File: config.mk
export PLATFORM = sky130hd
export DESIGN_NAME = dsp_op_sequencer
export DESIGN_NICKNAME = d
export VERILOG_FILES = /design/src/rtl/dsp_op_sequencer.sv
export SDC_FILE = /design/constraint.sdc
export NUM_CORES = 1
export LEC_CHECK = 0
export CAP_MARGIN = 20
export CORE_MARGIN = 1
export CORE_UTILIZATION = 45
export CTS_CLUSTER_DIAMETER = 150
export DETAILED_ROUTE_END_ITERATION = 10
export GPL_TIMING_DRIVEN = 0
export PLACE_DENSITY_LB_ADDON = 0.2
export SYNTH_ARGS = -nofsm -noshare
export SYNTH_HDL_FRONTEND = slang
export SYNTH_SLANG_ARGS = --single-unit
File: constraint.sdc
create_clock -name CLK -period 11.6 [get_ports CLK]
set_input_delay 2.32 -clock CLK [delete_from_list [all_inputs] [get_ports CLK]]
set_output_delay 2.32 -clock CLK [all_outputs]
set_load 0.01 [all_outputs]
File: src/rtl/dsp_op_sequencer.sv
// dsp_op_sequencer: issue/collect controller for one DSP48A1-style slice.
// Tracks ops through the slice with a valid tag and buffers results in a FWFT FIFO.
module dsp_op_sequencer #(
   parameter int LATENCY    = 4,
   parameter int FIFO_DEPTH = 8,
   parameter int RST_CYCLES = 2
) (
   input  logic        CLK,
   input  logic        RST,
   input  logic        FLUSH,
   input  logic        S_VALID,
   output logic        S_READY,
   input  logic [17:0] S_A,
   input  logic [17:0] S_B,
   input  logic [17:0] S_D,
   input  logic [47:0] S_C,
   input  logic [7:0]  S_OPMODE,
   input  logic        S_CARRYIN,
   output logic [17:0] DSP_A,
   output logic [17:0] DSP_B,
   output logic [17:0] DSP_D,
   output logic [47:0] DSP_C,
   output logic [7:0]  DSP_OPMODE,
   output logic        DSP_CARRYIN,
   output logic        DSP_CE,
   output logic        DSP_RST,
   input  logic [47:0] DSP_P,
   input  logic        DSP_CARRYOUT,
   output logic        M_VALID,
   input  logic        M_READY,
   output logic [47:0] M_P,
   output logic        M_CARRYOUT,
   output logic        BUSY
);

   localparam int PW = (FIFO_DEPTH > 1) ? $clog2(FIFO_DEPTH) : 1;
   localparam int CW = $clog2(FIFO_DEPTH + 1);
   localparam int OW = $clog2(FIFO_DEPTH + LATENCY + 2);
   localparam int IW = (RST_CYCLES > 1) ? $clog2(RST_CYCLES) : 1;

   typedef enum logic [1:0] {
      ST_INIT,
      ST_RUN,
      ST_DRAIN
   } state_t;

   state_t          state_q, state_d;
   logic [IW-1:0]   init_cnt_q, init_cnt_d;

   logic [LATENCY:0] tag_q, tag_d;
   logic [48:0]     mem_q [FIFO_DEPTH];
   logic [PW-1:0]   wptr_q, wptr_d;
   logic [PW-1:0]   rptr_q, rptr_d;
   logic [CW-1:0]   cnt_q, cnt_d;

   logic [17:0]     a_q, b_q, d_q;
   logic [47:0]     c_q;
   logic [7:0]      op_q;
   logic            ci_q;

   logic [OW-1:0]   in_flight;
   logic [OW-1:0]   occ;
   logic            run;
   logic            issue;
   logic            push;
   logic            pop;

   // Outstanding ops = valid tags in the slice plus buffered results
   always_comb begin
      in_flight = '0;
      for (int i = 0; i <= LATENCY; i++) begin
         if (tag_q[i]) in_flight = in_flight + OW'(1);
      end
      occ = in_flight + OW'(cnt_q);
   end

   // FSM state register
   always_ff @(posedge CLK) begin
      if (RST) begin
         state_q    <= ST_INIT;
         init_cnt_q <= '0;
      end else begin
         state_q    <= state_d;
         init_cnt_q <= init_cnt_d;
      end
   end

   // FSM next state: hold slice reset, run, then drain everything on flush
   always_comb begin
      state_d    = state_q;
      init_cnt_d = '0;
      unique case (state_q)
         ST_INIT: begin
            init_cnt_d = init_cnt_q + IW'(1);
            if (init_cnt_q == IW'(RST_CYCLES - 1)) begin
               state_d    = ST_RUN;
               init_cnt_d = '0;
            end
         end
         ST_RUN: begin
            if (FLUSH) state_d = ST_DRAIN;
         end
         ST_DRAIN: begin
            if (occ == '0) state_d = ST_INIT;
         end
         default: state_d = ST_INIT;
      endcase
   end

   // FSM outputs; credits come only from registered counts
   always_comb begin
      run     = (state_q == ST_RUN);
      DSP_RST = (state_q == ST_INIT);
      DSP_CE  = (state_q != ST_INIT);
      S_READY = run && !FLUSH && (occ < OW'(FIFO_DEPTH));
      BUSY    = !run || (occ != '0);
   end

   assign issue   = S_VALID && S_READY;
   assign push    = tag_q[LATENCY];
   assign M_VALID = (cnt_q != '0);
   assign pop     = M_VALID && M_READY;

   // Tag shift and FIFO pointer/count next state
   always_comb begin
      tag_d  = tag_q;
      wptr_d = wptr_q;
      rptr_d = rptr_q;
      cnt_d  = cnt_q;
      if (DSP_CE) tag_d = {tag_q[LATENCY-1:0], issue};
      if (push) begin
         wptr_d = (wptr_q == PW'(FIFO_DEPTH - 1)) ? '0 : wptr_q + PW'(1);
      end
      if (pop) begin
         rptr_d = (rptr_q == PW'(FIFO_DEPTH - 1)) ? '0 : rptr_q + PW'(1);
      end
      if (push && !pop) cnt_d = cnt_q + CW'(1);
      if (!push && pop) cnt_d = cnt_q - CW'(1);
   end

   // Operand registers, tags and FIFO control
   always_ff @(posedge CLK) begin
      if (RST) begin
         a_q    <= '0;
         b_q    <= '0;
         d_q    <= '0;
         c_q    <= '0;
         op_q   <= '0;
         ci_q   <= 1'b0;
         tag_q  <= '0;
         wptr_q <= '0;
         rptr_q <= '0;
         cnt_q  <= '0;
      end else begin
         if (issue) begin
            a_q  <= S_A;
            b_q  <= S_B;
            d_q  <= S_D;
            c_q  <= S_C;
            op_q <= S_OPMODE;
            ci_q <= S_CARRYIN;
         end
         tag_q  <= tag_d;
         wptr_q <= wptr_d;
         rptr_q <= rptr_d;
         cnt_q  <= cnt_d;
      end
   end

   // Result storage; credits make a push into a full FIFO unreachable
   always_ff @(posedge CLK) begin
      if (push) mem_q[wptr_q] <= {DSP_CARRYOUT, DSP_P};
      if (!RST && push) assert (cnt_q != CW'(FIFO_DEPTH) || pop);
   end

   assign DSP_A       = a_q;
   assign DSP_B       = b_q;
   assign DSP_D       = d_q;
   assign DSP_C       = c_q;
   assign DSP_OPMODE  = op_q;
   assign DSP_CARRYIN = ci_q;
   assign {M_CARRYOUT, M_P} = mem_q[rptr_q];

endmodule
Word level (Yosys, flattened, before mapping) --
Memories as Yosys holds them, arrays and structs flattened. A register that Yosys moved wholly into a read port is not among the register bits. Cells that the tools add are included.
Storage, ports and cells: bits in registers 129, bits in writable memories 392, bits of input ports 165, output and inout bits 165, word-level logic and storage cells 68, memories 1
Memory list:
- mem_q | depth 8, bits a word 49, rd ports 1, clocked after memory_dff 1, wr ports 1, line 51 | logic [48:0] mem_q [FIFO_DEPTH];
Operators by class: add/sub/neg operators 10, order comparisons 1, equal/unequal tests 7, multiplexer cells 17, bitwise logic cells 1, reductions and logical operators 19
Operators by type and width (count):
- $mux W4 | 6
- $add A4 B1 Y4 const B | 5
- $mux W3 | 4
- $reduce_bool A4 Y1 | 2
- $add A3 B1 Y3 const B | 2
- $eq A3 B3 Y1 const B | 2
- $logic_and A1 B1 Y1 | 6
- $mux W2 | 3
- $pmux W2 S3 | 1
- $add A4 B4 Y4 | 1
- $logic_not A1 Y1 | 4
- $logic_not A4 Y1 | 1
- $lt A4 B4 Y1 const B | 1
- $ne A2 B2 Y1 const B | 2
- $reduce_bool A2 Y1 | 2
- $sub A4 B1 Y4 const B | 1
- $mux W1 | 3
- $reduce_and A3 Y1 | 1
- $reduce_or A3 Y1 | 1
- $eq A2 B1 Y1 const B | 1
- $eq A2 B2 Y1 const B | 1
- $logic_not A2 Y1 | 1
- $ne A2 B1 Y1 const B | 1
- $add A1 B1 Y1 const B | 1
- 2 further kinds | 2

Depth between registers and ports, before layout --
Gate-level depths: netlist of the first run.
depth after elaboration 13, mapped depth 17

Worst setup path before layout of the first run --
Ideal clock, no wire load.
kind register to output, start point reg tag_q[0], end point out BUSY, arrival 3.599 ns, required time 9.280 ns, slack 5.681 ns, stages on the path, launching flop included 14, buffers on the path 1, cells stage by stage dfxtp_1 -> inv_1 -> ha_1 -> xor2_1 -> ha_1 -> mux2_2 -> ha_1 -> mux2_2 -> ha_1 -> and3_1 -> nor3_1 -> a211oi_2 -> buf_2 -> or4_1
Between the ends: cells in the longest elaborated chain, start to end 12
RTL lines:
- from (decl) | line 50 | logic [LATENCY:0] tag_q, tag_d;
- from (signal assigned) | line 163 | tag_q <= tag_d;
- $mux W1 (*) | line 72 | if (tag_q[i]) in_flight = in_flight + OW'(1);
- $add A4 B1 Y4 | line 72
- $mux W4 (*) | line 72
- $add A4 B1 Y4 | line 72
- $mux W4 (*) | line 72
- $add A4 B1 Y4 | line 72
- $mux W4 (*) | line 72
- $add A4 B1 Y4 | line 72
- $mux W4 (*) | line 72
- $add A4 B4 Y4 (*) | line 74 | occ = in_flight + OW'(cnt_q);
- $reduce_bool A4 Y1 (*) | line 116 | BUSY = !run || (occ != '0);
- $logic_or A1 B1 Y1 (*) | line 116
- to (decl) | line 33 | output logic BUSY
Every way passes the cells marked *; elsewhere a longest branch is shown, timed or not.

Worst setup path in the final report of the first run --
start point reg tag_q[1], end point out S_READY
Between the ends: cells in the longest elaborated chain, start to end 10
RTL lines:
- $mux W4 (*) | line 72
- $add A4 B1 Y4 | line 72
- $mux W4 (*) | line 72
- $add A4 B1 Y4 | line 72
- $mux W4 (*) | line 72
- $add A4 B1 Y4 | line 72
- $mux W4 (*) | line 72
- $add A4 B4 Y4 (*) | line 74
- $lt A4 B4 Y1 (*) | line 115 | S_READY = run && !FLUSH && (occ < OW'(FIFO_DEPTH));
- $logic_and A1 B1 Y1 (*) | line 115
- to (decl) | line 12 | output logic S_READY,
Marks and branches as above.

==> results of run 1 <==
-- layer usage --
layer | track usage, % | up-vias
li1 | - | 5936
met1 | 29.4 | 6619
met2 | 39.0 | 491
met3 | 6.93 | 84
met4 | 6.92 | 2
met5 | 0 | -
-- area by class of cell --
| class | instances | area (um2) | share of cell area, % |
|---|---|---|---|
| multi-input combinational | 604 | 5730 | 21.4 |
| clock buffer | 67 | 1440 | 5.37 |
| sequential | 524 | 14400 | 53.7 |
| tap | 600 | 751 | 2.80 |
| antenna | 2 | 5.00 | 0.0187 |
| timing repair buffer | 353 | 3690 | 13.8 |
| inverter | 11 | 41.3 | 0.154 |
| clock inverter | 31 | 251 | 0.938 |
| buffer | 118 | 490 | 1.83 |
-- cells in the mapped netlist (all sizes together) --
library cell / instances
o31ai: 111
inv: 11
a2bb2oi: 1
clkbuf: 72
and2: 1
and3: 3
a21o: 2
nor3b: 1
or2: 1
xor2: 6
or3b: 1
fa: 2
or4: 2
nand2b: 4
mux4: 98
o32ai: 1
a211oi: 2
mux2i: 2
nor3: 6
o211ai: 2
nand3: 5
xnor2: 4
mux2: 51
nand2: 19
buf: 46
or3: 2
nor2: 21
ha: 14
a21oi: 128
o2bb2ai: 1
edfxtp: 392
dfxtp: 132
nand4: 111
o21ai: 2
-- critical path: stages (launching register included) --
cell and delay (ps):
dfxtp_1 370, inv_1 60, ha_1 340, xor2_1 240, ha_1 290, mux2_2 280, ha_1 180, nand2_1 70
xor2_1 190, xnor2_1 150, ha_1 300, a21oi_1 190, a21oi_1 140, o211ai_2 380, buf_2 340, buf_1 420
and3_1 290, clkdlybuf4s50_1 550
-- power groups by stage --
| stage | logic [mW] | registers [mW] | clock network [mW] |
|---|---|---|---|
| after floorplan | 0.0340 | 2.07 | 0 |
| after global placement | 0.146 | 2.07 | 0 |
| after detailed placement | 0.148 | 2.07 | 0 |
| after CTS | 0.149 | 2.03 | 1.72 |
| after global routing | 0.160 | 2.03 | 1.79 |
| final | 0.150 | 2.03 | 1.68 |
-- per-stage QoR --
step / cells / total power [mW] / hold WS (ps) / cell area, um2 / setup slack (ps)
floorplan: 1257 / 2.11 / 402 / 20600 / 5680
global placement: 2186 / 2.21 / 412 / 24700 / 3490
detailed placement: 2210 / 2.22 / 419 / 25100 / 4510
CTS: 2308 / 3.90 / 427 / 26800 / 3840
global route: 2310 / 3.98 / 437 / 26800 / 3510
finish: 2310 / 3.86 / 423 / 26800 / 3910
-- sequential cells by signal (all words and copies together), names as in the netlist, 4 cells and up, named ones only --
register    cells
DSP_B          18
mem_q         392
DSP_OPMODE      8
DSP_C          48
cnt_q           4
tag_q           5
DSP_A          18
DSP_D          18
-- how the worst max path moves through the flow --
stage                     depth (start not counted)  startpoint  slack (ps)           end
final                                            17    tag_q[1]        3910       S_READY
after CTS                                        17    tag_q[1]        3840       S_READY
after global routing                             17    tag_q[1]        3510       S_READY
after floorplan                                  13    tag_q[0]        5680          BUSY
after global placement                            3    tag_q[4]        3490  mem_q[0][29]
after detailed placement                         17    tag_q[0]        4510       S_READY
-- cells in the final DEF (no fill, tap or decap), types with 5 or more instances in the layout --
cell,instances
ha_1,14
clkinv_2,13
buf_2,38
nand3_1,5
clkdlybuf4s50_1,329
nor2_1,15
edfxtp_1,392
inv_1,11
mux4_2,98
dfxtp_1,132
buf_12,9
o31ai_1,111
buf_1,8
clkbuf_1,82
xor2_1,6
buf_6,11
mux2_2,51
clkinv_1,11
nor2_4,6
nand4_1,111
a21oi_1,128
clkbuf_16,55
nand2_1,19
-- kinds of logic (layout without fill, tap and decap cells) --
family | after synthesis | after routing | synth area share [%]
adder cells (fa/ha/maj) | 16 | 16 | 1.04
AND/OR/NAND/NOR | 177 | 177 | 4.85
buffers and inverters | 129 | 580 | 2.58
flip-flops | 524 | 524 | 69.9
other | 0 | 2 | 0
XOR/XNOR | 10 | 10 | 0.425
multiplexers | 151 | 151 | 13.6
AO/OA/AOI/OAI | 250 | 250 | 7.64
==> metrics.md, run 1 <==
| Metric | Value |
|---|---|
| Endpoint, Worst Hold | `init_cnt_q` |
| R2R cell count | `17` |
| HP Class | `reg2reg` |
| I/O Buffers | `around 330` |
| DR pass1 iterations | `8` |
| Root buf cell | `clkbuf_16` |
| WHS Path Cells | `1` |
| Final setup TNS | `0 ps` |
| Max cap viols | `0` |
| Area of the core | `between 40,000 and 50,000 um2` |
| First-pass GRT wire length | `approximately 83,000 um` |
| Flop pwr share | `approximately 53%` |
| Met3 wire len | `between 4000 and 5000 um` |
| Residual DRC | `0` |
| Worst EP arrival | `between 5000 and 6000 ps` |
| Synth top area share | `57.1%` |
| Worst-Margin Slew | `946 ps` |
| Die area | `roughly 47,000 um2` |
| Type of origin of the critical path | `register` |
| Top sig layer | `met5` |
| Distinct cells, synth | `36` |
| Final setup viols | `0` |
| Final Util | `roughly three fifths` |
| Worst-Skew Late Latency | `slightly below 600 ps` |
| Wire length on met1 | `roughly 22,000 um` |
| Largest net degree at the start of global routing | `27` |
| Slew Limit Fails | `0` |
| Clock Skew | `13.4 ps` |
| Switching pwr | `around 0.8 mW` |
| Filler cells | `between 3,000 and 4,000` |
| Syn Inst Count | `roughly 1,300` |
| Htree depth | `2` |
| Cell Int Power | `3.07 mW` |
| Leakage | `8.45 nW` |
| Comb power frac | `between 3 and 4%` |
| CP Capture Type | `output port` |
| FF+latch count, synth | `approximately 520` |
| IO Pins | `330` |
| Syn avg cell area | `around 16 um2` |
| Final hold violation count | `0` |
| Initial antenna violation count | `3` |
| FF-to-FF setup slack | `approximately 7300 ps` |
| Iteration-0 DRC Markers | `884` |
| Die W | `roughly 220 um` |
| Critical Path RT | `just over 9000 ps` |
| Starting Density | `about 46%` |
| Post-CTS Setup Inserts | `0` |
| Area Overhead vs Synth | `30.1%` |
| Crit path kind | `reg2out` |
| Yosys warnings | `0` |
| Fin crit period | `~7700 ps` |
| Layout net count | `1,847` |
| Tcrit/Tclk final | `about 66%` |
| Antenna Nets Post-Route | `0` |
| Reg-to-reg startpoint | `tag_q[1]` |
| Synth area leader | `edfxtp_1` |
| Aggregate routed wire length | `between 50,000 and 60,000 um` |
| Total CTS buffers | `54` |
| Clock sink count | `524` |
| Worst R2R End | `DSP_A[6]` |
| Launch point of the worst hold path | `init_cnt_q` |
| CTS clk-pin slew, worst paths | `roughly 60 ps` |
| Power per cell area | `144 nW/um2` |
| Outcome | `finished clean` |
| Mapped cell area | `~21,000 um2` |
| Die H | `approximately 220 um` |
| Number of global-route vias before repair | `between 10,000 and 15,000` |
| Sw Ratio | `20.5%` |
| RSZ-0062 raised after global routing | `no` |
| CTS max path bufs | `3` |
| Routed met2 length | `between 20,000 and 30,000 um` |
| Hpwl dp | `around 37,000 um` |
| Worst IR Drop VDD | `0.106 mV` |
| Clock share of power | `around 44%` |
| Routed len/inst | `approximately 24 um` |
| Row cnt | `78` |
| Vias | `13,100` |
| DR vias/cell | `between 5 and 6` |
| FMAX | `~130 MHz` |
| CP max FO | `10` |
| Register area share after synthesis | `between 60% and 70%` |
| Share of cells above drive strength 1 | `roughly 18%` |
| Resize count post-CTS | `0` |
| GRT Resource Usage Total | `a little under a quarter` |
| Top cells by area, synth | `edfxtp_1 57%, dfxtp_1 13%, mux4_2 11%` |
| Routability cong. | `0.901` |
| Rel. slew slack | `between 30% and 40%` |
| Syn_nets | `approximately 1,400` |
| GR Overflow Total | `0` |
| CTS Hold Bufs | `0` |
| CTS tree | `done` |
(Power assumes the default switching activity.)
==> inputs of run 2 (changes only) <==
==> constraint.sdc (replaced) <==
create_clock -name CLK -period 6.7 [get_ports CLK]
set_input_delay 1.34 -clock CLK [delete_from_list [all_inputs] [get_ports CLK]]
set_output_delay 1.34 -clock CLK [all_outputs]
set_load 0.01 [all_outputs]
==> run 2 against run 1 <==
Die area unchanged. Wire length down 0.14%. Cell area about the same. Worst setup slack worse by 3500 ps. First-iteration DRC count up 0.34%. Critical endpoint is now BUSY. Highest routed layer unchanged.
==> metrics.md, run 2 (synthesis gave the netlist of run 1 again) <==
| Metric | Value |
|---|---|
| HP Class | `reg2reg` |
| Hpwl dp | `36,700 um (unchanged)` |
| Die area | `46,700 um2 (unchanged)` |
| DR pass1 iterations | `5 (-3)` |
| Most common cell on crit path | `ha_1` |
| WHS Path Cells | `1 (unchanged)` |
| Critical Path RT | `5360 ps (-3920 ps)` |
| Worst path bufs/invs | `3 (-1)` |
| GR Overflow Total | `0 (unchanged)` |
| CTS Hold Bufs | `0 (unchanged)` |
| Final setup TNS | `0 ps (unchanged)` |
| Starting Density | `45.5% (unchanged)` |
| CP Capture Type | `output port` |
| Aggregate routed wire length | `54,300 um (-0.14%)` |
| Crit path kind | `reg2out` |
| Placed cell count | `2,210 (unchanged)` |
| Initial antenna violation count | `3 (unchanged)` |
| Iteration-0 DRC Markers | `887 (+0.34%)` |
| Clock Skew | `17.0 ps (+3.54 ps)` |
| Worst-Skew Late Latency | `600 ps (about the same)` |
| Post-CTS Setup Inserts | `0 (unchanged)` |
| Largest net degree at the start of global routing | `27 (unchanged)` |
| Antenna Nets Post-Route | `0 (unchanged)` |
| Biggest register | `mem_q` |
| Row cnt | `78 (unchanged)` |
| Critical path depth | `16 (-1)` |
| Largest register FFs | `392 (unchanged)` |
| Vias | `13,100 (-0.49%)` |
| Worst IR Drop VDD | `0.184 mV (+73%)` |
| Fin crit period | `~6300 ps` |
| IO Pins | `330 (unchanged)` |
| Power per cell area | `249 nW/um2 (+73%)` |
| Htree depth | `2 (unchanged)` |
| Final setup viols | `0 (unchanged)` |
| Final hold violation count | `0 (unchanged)` |
| Max cap viols | `0 (unchanged)` |
| Share of cells above drive strength 1 | `17.8% (+0.069 points)` |
| Tcrit/Tclk final | `a little over nine tenths` |
| Leakage | `8.45 nW (about the same)` |
| Final Util | `59.3% (about the same)` |
| Routed len/inst | `23.5 um (-0.10%)` |
| FMAX | `~160 MHz` |
| Layout net count | `1,846 (-0.054%)` |
| Die H | `216 um (unchanged)` |
| CP delay by family, top | `simple AND/OR/NAND/NOR gates` |
| Type of origin of the critical path | `register` |
| CP max-delay cell | `or4_1` |
| Post-Layout Cell Count | `2,309 (-0.043%)` |
| CTS tree | `done` |
| Clock sink count | `524 (unchanged)` |
| CP max FO | `10 (unchanged)` |
| Residual DRC | `0 (unchanged)` |
| CP Cell Sequence | `inv_1 > ha_1 > xor2_1 > ha_1 > mux2_2 > ha_1 > nand2_1 > xor2_1 > xnor2_1 > ha_1 > and3_1 > nor3_2 > a211oi_4 > buf_2 > or4_1 > clkdlybuf4s50_1` |
| First-pass GRT wire length | `82,600 um (about the same)` |
| Crit-path max cell delay | `540 ps (about the same)` |
| Hold WS | `427 ps (+4.79 ps)` |
| Commonest non-fill, non-tap cells in the layout | `392 x edfxtp_1, 329 x clkdlybuf4s50_1, 132 x dfxtp_1` |
| Die W | `216 um (unchanged)` |
| Worst-Margin Slew | `932 ps (-14.3 ps)` |
| R2R cell count | `17 (unchanged)` |
| Area of the core | `45,300 um2 (unchanged)` |
| Rel. slew slack | `37.9% (+0.95 points)` |
| Slew Limit Fails | `0 (unchanged)` |
| CTS clk-pin slew, worst paths | `60 ps (about the same)` |
| Worst EP arrival | `4990 ps (-380 ps)` |
| Outcome | `finished clean` |
| CTS max path bufs | `3 (unchanged)` |
| Commonest non-fill, non-tap cell in the layout | `edfxtp_1` |
| Multi-input logic area | `5750 um2 (+0.22%)` |
| Total CTS buffers | `54 (unchanged)` |
| Area Overhead vs Synth | `30.1% (about the same)` |
| Filler cells | `3,523 (-0.14%)` |
| GRT Resource Usage Total | `23.3% (about the same)` |
| Register area | `14,400 um2 (unchanged)` |
| Number of global-route vias before repair | `13,600 (-0.066%)` |
| Routability cong. | `0.901 (unchanged)` |
| Root buf cell | `clkbuf_16` |
| DP Worst Slack | `590 ps (-3920 ps)` |
| I/O Buffers | `329 (unchanged)` |
| DR vias/cell | `5.66 (-0.44%)` |
| Post-route setup slack | `366 ps (-3540 ps)` |
-- run 2: cell types whose count changed in the layout (fill, tap and decap cells not counted) --
cell and delta:
a211oi_4 +1, nor3_2 +1, a211oi_2 -1, clkbuf_4 +1, buf_1 -1, buf_2 -1, nor3_1 -1
-- run 2: cell type report --
class | count | area share (%)
clock inverters | 31 | 0.937
plain buffers | 117 | 1.82
clock buffers | 67 | 5.37
repair buffers | 353 | 13.8
flip-flops and latches | 524 | 53.7
diodes | 2 | 0.0187
inverters | 11 | 0.154
well taps | 600 | 2.80
multi-input cells | 604 | 21.4
-- run 2: power breakdown --
group          leakage, nW  internal (mW)  switching (mW)
combinational         3.02          0.139           0.120
clock                0.837           1.67            1.24
sequential            4.59           3.50          0.0118
-- run 2: timing repair --
action	4_1_cts	5_1_grt
endpoints found under the setup margin	1	2
hold endpoints to repair	0	0
gates cloned	0	0
pin swaps	0	0
gates resized for setup	0	3
-- run 2: final timing paths --
path | to | slack [ps] | from
worst max-delay path | BUSY | 370 | tag_q[1]
worst min-delay path | init_cnt_q | 430 | init_cnt_q
worst max register to register | DSP_B[11] | 2300 | tag_q[1]
worst min register to register | init_cnt_q | 430 | init_cnt_q
-- run 2: per-stage QoR --
step	power, mW	instance area, um2
5_1_grt	6.89	26800
2_1_floorplan	3.65	20600
6_report	6.68	26800
3_5_place_dp	3.84	25100
3_3_place_gp	3.83	24700
4_1_cts	6.74	26800
-- run 2: routing by layer --
layer / routed length, um / up-vias / global-route usage (%)
met3: 4480 / 86 / 6.95
met1: 22000 / 6570 / 29.4
met2: 26600 / 481 / 38.9
met4: 1290 / 2 / 6.92
li1: - / 5929 / -
met5: 17 / - / 0
==> inputs of run 3 (changes only) <==
--- a/config.mk
+++ b/config.mk
@@ -7,7 +7,7 @@
 export LEC_CHECK = 0
 export CAP_MARGIN = 20
 export CORE_MARGIN = 1
-export CORE_UTILIZATION = 45
+export CORE_UTILIZATION = 50
 export CTS_CLUSTER_DIAMETER = 150
 export DETAILED_ROUTE_END_ITERATION = 10
 export GPL_TIMING_DRIVEN = 0
==> constraint.sdc (replaced) <==
create_clock -name CLK -period 7.5 [get_ports CLK]
set_input_delay 1.5 -clock CLK [delete_from_list [all_inputs] [get_ports CLK]]
set_output_delay 1.5 -clock CLK [all_outputs]
set_load 0.01 [all_outputs]
==> run 3 against run 2 <==
Utilization up 6.4 points. Cell area decreased by 0.38%. Critical path depth is 1 higher. Largest cell class unchanged.
==> metrics.md, run 3 (synthesis gave the netlist of run 1 again) <==
| Metric | Value |
|---|---|
| Outcome | `finished clean` |
| Final hold violation count | `0 (unchanged)` |
| Routed len/inst | `24.2 um (+2.9%)` |
| Initial antenna violation count | `6 (+3)` |
| Worst-Margin Slew | `916 ps (-15.8 ps)` |
| Leakage | `8.43 nW (-0.21%)` |
| Clock share of power | `43.3% (-0.2 points)` |
| Sw Ratio | `20.1% (-0.41 points)` |
| Root buf cell | `clkbuf_16` |
| Cell Int Power | `4.75 mW (-11%)` |
| Final setup viols | `0 (unchanged)` |
| IO Pins | `330 (unchanged)` |
| Global Route met1 Usage | `31.2% (+1.8 points)` |
| Post-CTS Setup Inserts | `0 (unchanged)` |
| I/O Buffers | `329 (unchanged)` |
| Layout net count | `1,845 (-0.054%)` |
| Comb power frac | `3.9% (about the same)` |
| CP Capture Type | `output port` |
| Type of origin of the critical path | `register` |
| Largest register FFs | `392 (unchanged)` |
| GRT Max-Usage Layer | `met2` |
| Biggest register | `mem_q` |
| Clock sink count | `524 (unchanged)` |
| DP Worst Slack | `1280 ps (+694 ps)` |
| Htree depth | `2 (unchanged)` |
| Filler cells | `2,916 (-17%)` |
| Post-Layout Cell Count | `2,242 (-2.9%)` |
| Post-route setup slack | `717 ps (+351 ps)` |
| Switching pwr | `1.19 mW (-13%)` |
| Routability cong. | `0.897 (-0.41%)` |
| DR vias/cell | `5.93 (+4.8%)` |
| Final Util | `65.6% (+6.4 points)` |
| Starting Density | `50.6% (+5.1 points)` |
| HP Class | `reg2reg` |
| Iteration-0 DRC Markers | `937 (+5.6%)` |
| Die H | `205 um (-5.1%)` |
| Met2 Use GR | `44.6% (+5.7 points)` |
| First-pass GRT wire length | `81,100 um (-1.9%)` |
| Critical Path RT | `6000 ps (+640 ps)` |
| Die area | `42,100 um2 (-9.9%)` |
| GRT Resource Usage Total | `26.0% (+2.7 points)` |
| FMAX | `about 150 MHz` |
| Row cnt | `74 (-5.1%)` |
| Worst EP arrival | `5280 ps (+290 ps)` |
| Largest net degree at the start of global routing | `25 (-7.4%)` |
| Residual DRC | `0 (unchanged)` |
| Antenna Nets Post-Route | `0 (unchanged)` |
| FF-to-FF setup slack | `3200 ps (+900 ps)` |
| Resize count post-CTS | `0 (unchanged)` |
| CP max FO | `10 (unchanged)` |
| Worst-Skew Late Latency | `590 ps (about the same)` |
| Slew Limit Fails | `0 (unchanged)` |
| Worst IR Drop VDD | `0.156 mV (-15%)` |
| CTS tree | `done` |
| Rel. slew slack | `38.9% (+1.1 points)` |
| Commonest non-fill, non-tap cell in the layout | `edfxtp_1` |
| Tcrit/Tclk final | `between 90 and 100%` |
| Area Overhead vs Synth | `29.6%` |
| CTS Hold Bufs | `0 (unchanged)` |
| Power per cell area | `222 nW/um2 (-11%)` |
| Crit path kind | `reg2out` |
| Flop pwr share | `52.8% (+0.2 points)` |
| Total CTS buffers | `52 (-3.7%)` |
| GR Overflow Total | `0 (unchanged)` |
| Number of global-route vias before repair | `13,800 (+1.7%)` |
| Placed cell count | `2,142 (-3.1%)` |
| Tot Pwr | `5.94 mW (-11%)` |
| Max cap viols | `0 (unchanged)` |
| Area of the core | `40,700 um2 (-10%)` |
| Clock Skew | `17.4 ps (+0.365 ps)` |
| DR pass1 iterations | `5 (unchanged)` |
| CTS max path bufs | `3 (unchanged)` |
| RSZ-0062 raised after global routing | `no` |
| Fin crit period | `6780 ps` |
| CTS clk-pin slew, worst paths | `60 ps (about the same)` |
| Hpwl dp | `36,700 um (about the same)` |
| Share of cells above drive strength 1 | `17.4% (-0.34 points)` |
| Die W | `205 um (-5.1%)` |
| Vias | `13,300 (+1.8%)` |
| Aggregate routed wire length | `54,300 um (-0.12%)` |
| Met3 Usage GRT | `7.65% (+0.70 points)` |
| Commonest non-fill, non-tap cells in the layout | `392 x edfxtp_1, 329 x clkdlybuf4s50_1, 132 x dfxtp_1` |
==> run 3: cell types whose count changed in the layout (fill, tap and decap cells not counted), sizes merged <==
cell	before	now
inv	12	14
clkinvlp	1	2
clkbuf	140	138
clkinv	25	20
buf	68	70
diode	2	4
bufinv	4	5
==> run 3: area by class of cell <==
class / instances / area (um2) / area share, %
Tap cell: 532 / 666 / 2.49
Inverter: 11 / 41.3 / 0.154
Clock buffer: 66 / 1410 / 5.26
Timing Repair Buffer: 353 / 3700 / 13.8
Clock inverter: 30 / 273 / 1.02
Sequential cell: 524 / 14400 / 53.9
Multi-Input combinational cell: 604 / 5730 / 21.5
Buffer: 118 / 490 / 1.83
Antenna cell: 4 / 10.0 / 0.0374
==> run 3: power by group through the flow <==
stage               logic, mW  clock network (mW)  registers (mW)
floorplan              0.0526                   0            3.20
global placement        0.225                   0            3.20
detailed placement      0.229                   0            3.20
CTS                     0.231                2.62            3.14
global route            0.248                2.71            3.14
finish                  0.232                2.57            3.14
==> run 3: path summary, 6_finish.rpt <==
| kind | startpoint | end | cells after the start |
|---|---|---|---|
| hold reg to reg | init_cnt_q | init_cnt_q | 1 |
| hold / removal | init_cnt_q | init_cnt_q | 1 |
| setup reg to reg | tag_q[0] | DSP_C[25] | 17 |
| setup / recovery | tag_q[0] | S_READY | 17 |
==> run 3: per-layer routing <==
metal,wire [um],vias to the layer above,part of all wire [%]
met5,25,-,0.046
li1,-,5943,-
met2,27300,515,50
met4,1560,4,2.9
met1,20800,6741,38
met3,4610,97,8.5
==> run 3: metrics by stage <==
| step | area [um2] | TNS, ps | hold slack (ps) |
|---|---|---|---|
| after floorplan | 20600 | 0 | 402 |
| after global placement | 24600 | -31310 | 418 |
| after detailed placement | 25000 | 0 | 427 |
| after CTS | 26700 | 0 | 435 |
| after global routing | 26700 | 0 | 452 |
| final | 26700 | 0 | 429 |
==> run 3: critical path: stages (launching register included) <==
cell,delay [ps]
dfxtp_1,380
inv_1,60
ha_1,340
xor2_1,230
ha_1,300
mux2_2,280
ha_1,180
nand2_1,70
xor2_1,180
xnor2_1,160
ha_1,310
a21oi_1,180
a21oi_1,130
o211ai_2,320
buf_2,330
buf_1,400
and3_1,300
clkdlybuf4s50_1,560
